File: config.mk
export PLATFORM = sky130hd
export DESIGN_NAME = mul_iter_booth
export DESIGN_NICKNAME = d
export VERILOG_FILES = /design/src/rtl/mul_pkg.sv /design/src/rtl/mul_step.sv /design/src/rtl/mul_iter_booth.sv
export SDC_FILE = /design/constraint.sdc
export NUM_CORES = 1
export LEC_CHECK = 0
export CAP_MARGIN = 20
export CORE_MARGIN = 2
export CORE_UTILIZATION = 39
export DETAILED_ROUTE_END_ITERATION = 8
export DONT_BUFFER_PORTS = 1
export GPL_ROUTABILITY_DRIVEN = 0
export GPL_TIMING_DRIVEN = 0
export HOLD_SLACK_MARGIN = 0.05
export PLACE_DENSITY = 0.57
export REMOVE_ABC_BUFFERS = 1
export SLEW_MARGIN = 20
export SYNTH_ARGS = -nofsm -noshare
export SYNTH_HDL_FRONTEND = slang
export SYNTH_SLANG_ARGS = --single-unit
File: constraint.sdc
create_clock -name clk -period 8.1 [get_ports clk]
set_input_delay 1.62 -clock clk [delete_from_list [all_inputs] [get_ports clk]]
set_output_delay 1.62 -clock clk [all_outputs]
set_load 0.005 [all_outputs]
File: src/rtl/mul_pkg.sv
// Shared types and operand-signedness helpers for the iterative RV M-extension multiplier.
package mul_pkg;

    typedef enum logic [1:0] {
        MUL    = 2'b00,
        MULH   = 2'b01,
        MULHSU = 2'b10,
        MULHU  = 2'b11
    } mul_op_e;

    typedef enum logic [1:0] {
        IDLE = 2'b00,
        CALC = 2'b01,
        DONE = 2'b10
    } mul_state_e;

    function automatic logic op_is_signed_a(input mul_op_e op);
        return (op != MULHU);
    endfunction

    function automatic logic op_is_signed_b(input mul_op_e op);
        return (op == MUL) || (op == MULH);
    endfunction

endpackage

File: src/rtl/mul_step.sv
// One radix-2^BPC shift-add step: adds the partial products of BPC multiplier bits to the accumulator.
module mul_step
    import mul_pkg::*;
#(
    parameter int XLEN = 32,
    parameter int BPC  = 2
) (
    input  logic [2*XLEN-1:0] i_acc,
    input  logic [2*XLEN-1:0] i_mcand,
    input  logic [BPC-1:0]    i_digit,
    input  logic              i_last,
    input  logic              i_signed_b,
    output logic [2*XLEN-1:0] o_acc
);

    logic [2*XLEN-1:0] w_sum;

    always_comb begin
        w_sum = i_acc;
        for (int j = 0; j < BPC; j++) begin
            if (i_digit[j]) begin
                // The top multiplier bit carries weight -2^(XLEN-1) when rs2 is signed.
                if ((j == BPC - 1) && i_last && i_signed_b)
                    w_sum = w_sum - (i_mcand << j);
                else
                    w_sum = w_sum + (i_mcand << j);
            end
        end
    end

    assign o_acc = w_sum;

endmodule

File: src/rtl/mul_iter_booth.sv
// Iterative multi-cycle multiplier for MUL/MULH/MULHSU/MULHU with zero early-out and flush.
module mul_iter_booth
    import mul_pkg::*;
#(
    parameter int XLEN = 32,
    parameter int BPC  = 2
) (
    input  logic            clk,
    input  logic            rst_n,
    input  logic            in_valid_i,
    output logic            in_ready_o,
    input  logic [XLEN-1:0] a_i,
    input  logic [XLEN-1:0] b_i,
    input  logic [1:0]      op_i,
    input  logic            flush_i,
    output logic            out_valid_o,
    input  logic            out_ready_i,
    output logic [XLEN-1:0] result_o
);

    localparam int STEPS = XLEN / BPC;
    localparam int CNT_W = $clog2(STEPS) + 1;

    generate
        if (!((BPC == 1) || (BPC == 2) || (BPC == 4)) || ((XLEN % BPC) != 0)) begin : g_bad_param
            $error("mul_iter_booth: BPC must be 1, 2 or 4 and must divide XLEN");
        end
    endgenerate

    mul_state_e          r_state;
    mul_op_e             r_op;
    logic [CNT_W-1:0]    r_cnt;
    logic [2*XLEN-1:0]   r_acc;
    logic [2*XLEN-1:0]   r_mcand;
    logic [XLEN-1:0]     r_mplier;
    logic [XLEN-1:0]     r_result;
    logic                r_in_ready;
    logic                r_out_valid;

    logic signed [XLEN:0] w_a_ext;
    logic [2*XLEN-1:0]    w_acc_next;
    logic                 w_last;
    logic                 w_zero;

    function automatic logic [XLEN-1:0] select_half(input mul_op_e op,
                                                    input logic [2*XLEN-1:0] prod);
        return (op == MUL) ? prod[XLEN-1:0] : prod[2*XLEN-1:XLEN];
    endfunction

    assign w_a_ext = {op_is_signed_a(mul_op_e'(op_i)) & a_i[XLEN-1], a_i};
    assign w_last  = (r_cnt == CNT_W'(STEPS - 1));
    assign w_zero  = (a_i == '0) || (b_i == '0);

    mul_step #(
        .XLEN (XLEN),
        .BPC  (BPC)
    ) u_step (
        .i_acc      (r_acc),
        .i_mcand    (r_mcand),
        .i_digit    (r_mplier[BPC-1:0]),
        .i_last     (w_last),
        .i_signed_b (op_is_signed_b(r_op)),
        .o_acc      (w_acc_next)
    );

    always_ff @(posedge clk or negedge rst_n) begin
        if (!rst_n) begin
            r_state     <= IDLE;
            r_op        <= MUL;
            r_cnt       <= '0;
            r_acc       <= '0;
            r_mcand     <= '0;
            r_mplier    <= '0;
            r_result    <= '0;
            r_in_ready  <= 1'b1;
            r_out_valid <= 1'b0;
        end else if (flush_i) begin
            r_state     <= IDLE;
            r_cnt       <= '0;
            r_in_ready  <= 1'b1;
            r_out_valid <= 1'b0;
        end else begin
            case (r_state)
                IDLE: begin
                    if (in_valid_i) begin
                        r_op       <= mul_op_e'(op_i);
                        r_in_ready <= 1'b0;
                        r_cnt      <= '0;
                        if (w_zero) begin
                            r_state     <= DONE;
                            r_result    <= '0;
                            r_out_valid <= 1'b1;
                        end else begin
                            r_state  <= CALC;
                            r_acc    <= '0;
                            r_mcand  <= {{(XLEN-1){w_a_ext[XLEN]}}, w_a_ext};
                            r_mplier <= b_i;
                        end
                    end
                end
                CALC: begin
                    // Multiplicand walks left while multiplier bits are consumed from the bottom.
                    r_acc    <= w_acc_next;
                    r_mcand  <= r_mcand << BPC;
                    r_mplier <= r_mplier >> BPC;
                    r_cnt    <= r_cnt + CNT_W'(1);
                    if (w_last) begin
                        r_state     <= DONE;
                        r_result    <= select_half(r_op, w_acc_next);
                        r_out_valid <= 1'b1;
                    end
                end
                DONE: begin
                    if (out_ready_i) begin
                        r_state     <= IDLE;
                        r_out_valid <= 1'b0;
                        r_in_ready  <= 1'b1;
                    end
                end
                default: begin
                    r_state     <= IDLE;
                    r_in_ready  <= 1'b1;
                    r_out_valid <= 1'b0;
                end
            endcase
        end
    end

    assign in_ready_o  = r_in_ready;
    assign out_valid_o = r_out_valid;
    assign result_o    = r_result;

endmodule

==> results of run 1 <==
## sequential cells by signal (all words and copies together), names as in the netlist
signal,count
in_ready_o,1
r_op,2
r_state,2
out_valid_o,1
r_mplier,32
result_o,32
r_acc,64
r_cnt,5
r_mcand,64
## through the flow
stage / hold slack (ns) / setup TNS [ns] / setup slack (ns)
after floorplan: 0.450 / -97.79 / -1.33
after global placement: 0.466 / -727.18 / -7.57
after detailed placement: 0.479 / -0.440 / -0.205
after CTS: 0.493 / 0 / 0.0387
after global routing: 0.521 / 0 / 0.0245
final: 0.483 / 0 / 0.281
## cell type report
cell class / count / area, um^2
fill: 5017 / 27700
multi-input combinational: 2115 / 13600
sequential: 203 / 5090
tap: 664 / 831
clock buffer: 40 / 783
timing repair buffer: 16 / 410
inverter: 63 / 238
clock inverter: 8 / 156
## path summary, 6_finish.rpt
path	slack, ns	to	cells past startpoint
setup / recovery	0.28	result_o[22]	28
hold / removal	0.48	r_mcand[63]	2
setup reg to reg	0.28	result_o[22]	28
hold reg to reg	0.48	r_mcand[63]	2
max in group asynchronous	6.94	in_ready_o	0
min in group asynchronous	0.75	result_o[8]	0
## metal layers
metal / part of all wire / wire, um / vias up
li1: - / - / 9047
met2: 0.46 / 30800 / 658
met3: 0.072 / 4850 / 130
met1: 0.44 / 29700 / 9319
met4: 0.027 / 1790 / 2
met5: 0.00025 / 17 / -
## kinds of logic after synthesis
logic type                 Yosys count  synth area share
DFF                                203             0.263
AOI/OAI and AO/OA                  854             0.282
buffers and inverters              199            0.0387
and+or+nand+nor                    897             0.216
xor gates and xnor gates           161            0.0746
muxes                               73            0.0404
adders and majority gates          130            0.0851
## critical path, delay by kind of cell (launching register included)
family	cells	cell delay, ns
multiplexers	1	0.29
adder cells (fa/ha/maj)	3	1.00
XOR/XNOR	2	0.34
AO/OA/AOI/OAI	14	3.59
flip-flops	1	0.47
AND/OR/NAND/NOR	7	1.93
buffers and inverters	1	0.07
## repair_timing
item                                    4_1_cts  5_1_grt
endpoints found under the setup margin       13       22
hold endpoints to repair                      0        0
pin swaps                                     0        0
resized for setup                             4       14
## power by group through the flow
| stage | clock network [mW] | logic [mW] | registers (mW) |
|---|---|---|---|
| after floorplan | 0 | 4.71 | 1.46 |
| after global placement | 0 | 6.15 | 1.59 |
| after detailed placement | 0 | 6.27 | 1.57 |
| after CTS | 1.31 | 6.34 | 1.55 |
| after global routing | 1.35 | 7.14 | 1.59 |
| final | 1.29 | 6.52 | 1.56 |
## cell usage in the layout, fill, tap and decap left out, types with 9 or more instances in the layout
cell type	instances
inv_1	61
o31ai_1	11
a21oi_1	223
clkbuf_16	26
mux2i_1	34
a31oi_1	91
a211oi_1	20
buf_16	12
nor4_1	33
o21ai_0	222
ha_1	128
nor2_1	198
o21bai_1	17
nand4_1	26
a22o_1	25
nor3_1	45
and3_1	25
o211ai_1	16
mux2_2	39
xor2_1	55
nand3_1	46
nand2b_1	21
or3_1	14
nor2b_1	18
xnor2_1	102
and4_1	11
o21a_1	32
and2_1	20
a211o_1	9
nand2_1	387
dfrtp_1	200
a21o_1	57
a32o_1	12
==> results_dict.tcl, run 1 <==
set metrics [dict create \
    cp_data_required_time_ns 8.56 \
    p_int_mw 4.54 \
    arrival_ns 8.28 \
    synth_ff_type "dfrtp_1" \
    cts_tree "built" \
    max_stage_delay_ns 0.63 \
    initial_utilization 0.395 \
    grt_util_met2 0.425 \
    antenna_cells 0 \
    place_area_um2 20100 \
    synth_top_area_frac 0.262 \
    min_from "r_mcand[63]" \
    drt.antenna.violating_nets 0 \
    p_sw_mw 4.82 \
    wl_mm 67.1 \
    synth_seq_cells 203 \
    viasPerCell 6.16 \
    cts_made_buffers 26 \
    insertion_delay_ns 0.58 \
    io-pin-count 105 \
    die_area_um2 51300 \
    finalCriticalPeriod_ns 7.82 \
    maxSlewViolCount 0 \
    total_power_mw 9.37 \
    fp.dieW_um 226 \
    fin_nets 2626 \
    ctsHtreeMaxLevel 1 \
    ys_types 92 \
    async_reset_ff_frac 1.00 \
    clkTransAtPathRegs_ns 0.06 \
    die_y_um 226 \
    hold_violations 0 \
    finalNonFillerCells 3109 \
    synth_edf_count 0 \
    cp-start-kind "flop" \
    critical_path_class "flop to flop" \
    drt_iter0_drc 1592 \
    dp_hpwl_mm 50.5 \
    grt_busiest_layer "met2" \
    synth_most_common_cell "nand2_1" \
    drcViolationCount 0 \
    wire_per_inst_um 21.6 \
    syn_avg_cell_area_um2 7.67 \
    relSlewSlack 0.238 \
    reg2reg_from "r_mcand[0]" \
    synthCells 2517 \
    rsz0062_at_grt "no" \
    synth_area_leaders "dfrtp_1 26%, ha_1 8.3%, nand2_1 7.5%, a21oi_1 5.8%, o21ai_0 5.8%" \
    yosys.area.top_type "dfrtp_1" \
    maxCapViolations 0 \
    holdCritPathClass "flop to flop" \
    yosysSeqAreaShare 0.263 \
    root_buffer "clkbuf_16" \
    ir_worst_vdd_v 0.000239 \
    combPwrFrac 0.696 \
    fmax_mhz 128 \
    cp-startpoint "r_mcand[0]" \
    yosysWarnings 0 \
    hold_buffers 0 \
    p_leak_nw 9.16 \
    tightest_slew_ns 1.14 \
    pwr-share-clk 0.137 \
    core_area_um2 48800 \
    p_per_area_nw_per_um2 443 \
    crit_fanout 5 \
    design_area_um2 21200 \
    num_rows 81 \
    clockBufferDepth 3 \
    p_sw_frac 0.515 \
    area_delta_synth_final_pct 9.60 \
    skew_ns 0.0109 \
    dr.pass1.iters 5 \
    io_buffers 0 \
    layout-drive-gt1-share 0.0712 \
    use_met1 0.348 \
    antenna_found_initial 1 \
    seqPwrFrac 0.167 \
    finalCritPeriodShare 0.965 \
    gr-usage-met3 0.0373 \
    cts_sinks 203 \
    yosys-top-cells-count "388 x nand2_1, 225 x a21oi_1, 223 x o21ai_0, 202 x dfrtp_1, 200 x nor2_1" \
    grt_pass1_wl_mm 103 \
    post_cts_buffers 0 \
    overflow 0 \
    setup_viol 0 \
    grt_pass1_vias 18339 \
    critPathCaptureType "flop" \
    track_usage 0.257 \
    utilization 0.433 \
    grt_max_degree 204 \
    critPathSlowestCell "or4b_4" \
    placedCellCount 3061 \
    synthesis.area_um2 19300 \
    status "completed" \
    via_count 19156 \
]
Note: power is estimated with default switching activity, not from simulation.
==> run 2: changes to the inputs <==
REMOVE_ABC_BUFFERS = not set   (was 1)
==> results_dict.tcl, run 2 (synthesized netlist as in run 1, its figures left out) <==
set metrics [dict create \
    status "completed" \
    cts_sinks 203 \
    overflow 0 \
    insertion_delay_ns 0.56 \
    fin_nets 2748 \
    grt_max_degree 204 \
    critical_path_class "flop to flop" \
    cts_tree "built" \
    setup_viol 0 \
    register_area_um2 5080 \
    num_rows 81 \
    crit_fanout 5 \
    fmax_mhz 127 \
    finalCriticalPeriod_ns 7.87 \
    placedCellCount 3182 \
    crit_family "compound AO/OA/AOI/OAI gates" \
    die_area_um2 51300 \
    core_area_um2 48800 \
    hold_violations 0 \
    finalCritPeriodShare 0.972 \
    cp_data_required_time_ns 8.59 \
    r2r-end "result_o[26]" \
    grt_pass1_vias 19246 \
    antenna_found_initial 1 \
    cts_made_buffers 25 \
    setup_tns_ns 0 \
    synth_nets 2718 \
    drt_iter0_drc 2049 \
    arrival_ns 8.36 \
    grt_pass1_wl_mm 119 \
    hold_buffers 0 \
    layout-drive-gt1-share 0.0600 \
    total_power_mw 9.55 \
    relSlewSlack 0.243 \
    wl_mm 79.7 \
    area_delta_synth_final_pct 9.06 \
    wire_per_inst_um 24.7 \
    dr.pass1.iters 5 \
    root_buffer "clkbuf_16" \
    maxSlewViolCount 0 \
    reg_top3 "r_acc (64), r_mcand (64)" \
    dp_hpwl_mm 62.3 \
    io-pin-count 105 \
    via_count 20299 \
    critPathCaptureType "flop" \
    reg2regPathDepth 28 \
    rsz0062_at_grt "no" \
    io_buffers 0 \
    initial_utilization 0.395 \
    n_fill_cell 5089 \
    reg2reg_slack_ns 0.23 \
    die_y_um 226 \
    drt.antenna.violating_nets 0 \
    fp.dieW_um 226 \
    max_stage_delay_ns 0.60 \
    drcViolationCount 0 \
    clkTransAtPathRegs_ns 0.06 \
    ctsHtreeMaxLevel 1 \
    min_from "r_mplier[31]" \
    multi_input_area_um2 13600 \
    p_leak_nw 9.09 \
    ir_worst_vdd_v 0.000210 \
    whs_path_depth 2 \
    holdCritPathClass "flop to flop" \
    path_buf_inv 1 \
    tightest_slew_ns 1.13 \
    p_per_area_nw_per_um2 454 \
    clockBufferDepth 3 \
    viasPerCell 6.28 \
    maxCapViolations 0 \
    reg2reg_from "r_mcand[0]" \
    whs_endpoint "r_mplier[31]" \
    final_common_cell "nand2_1" \
    finalNonFillerCells 3230 \
    layout_common_cells "388 x nand2_1, 224 x a21oi_1, 222 x o21ai_0" \
    skew_ns 0.0151 \
    track_usage 0.307 \
    cp-start-kind "flop" \
    critPathSlowestCell "or4b_4" \
]
-- run 2: changes by cell type in the layout (fill, tap and decap cells not counted), moves of 8 or more --
cell,change
buf_16,-12
clkbuf_1,+114
buf_1,+8
clkbuf_2,+8
-- run 2: worst max-delay path by stage --
stage	end	start	slack (ns)	cells after the start
5_1_grt	r_acc[57]	r_mplier[0]	0.02	24
3_5_place_dp	result_o[25]	r_mplier[0]	-0.81	23
2_1_floorplan	result_o[31]	r_mcand[0]	1.70	28
6_report	result_o[26]	r_mcand[0]	0.23	28
4_1_cts	result_o[25]	r_mplier[0]	0.009	24
3_3_place_gp	result_o[29]	r_mplier[0]	-1.37	23
-- run 2: power breakdown --
| group | internal (mW) | switching [mW] | total [mW] |
|---|---|---|---|
| Sequential | 1.24 | 0.293 | 1.53 |
| Combinational | 2.51 | 4.42 | 6.93 |
| Clock | 0.604 | 0.486 | 1.09 |
-- run 2: cell type report --
type	instances	share of cell area
antenna	1	0.000119
buffer	136	0.0260
clock buffer	35	0.0334
clock inverter	10	0.00291
inverter	63	0.0112
multi-input combinational	2115	0.645
sequential	203	0.241
tap	664	0.0395
timing repair buffer	3	0.000951
-- run 2: tightest hold or removal path, cell delays in order, from the launching register on --
cell and delay (ns):
dfrtp_1 0.35, nand2_1 0.05, o21ai_0 0.06
-- run 2: per-stage QoR --
step	util	setup slack [ns]	hold slack [ns]	cell area, um^2
floorplan	-	1.70	0.450	19300
global placement	0.412	-1.37	0.464	20100
detailed placement	0.412	-0.813	0.482	20100
CTS	0.429	0.00857	0.494	21000
global route	0.431	0.0194	0.505	21000
finish	0.431	0.228	0.492	21000
-- run 2: metal layers --
metal,GRT usage,vias to the layer above,share of wire
met5,0,-,0
met2,0.469,1022,0.43
li1,-,9287,-
met1,0.405,9799,0.42
met4,0.145,0,0.053
met3,0.0774,191,0.10
-- run 2: repair_timing --
action	in CTS	in global routing
setup buffers	0	2
endpoints found under the hold margin	0	0
pin swaps	0	2
setup endpoints to repair	43	35
resized for setup	15	25
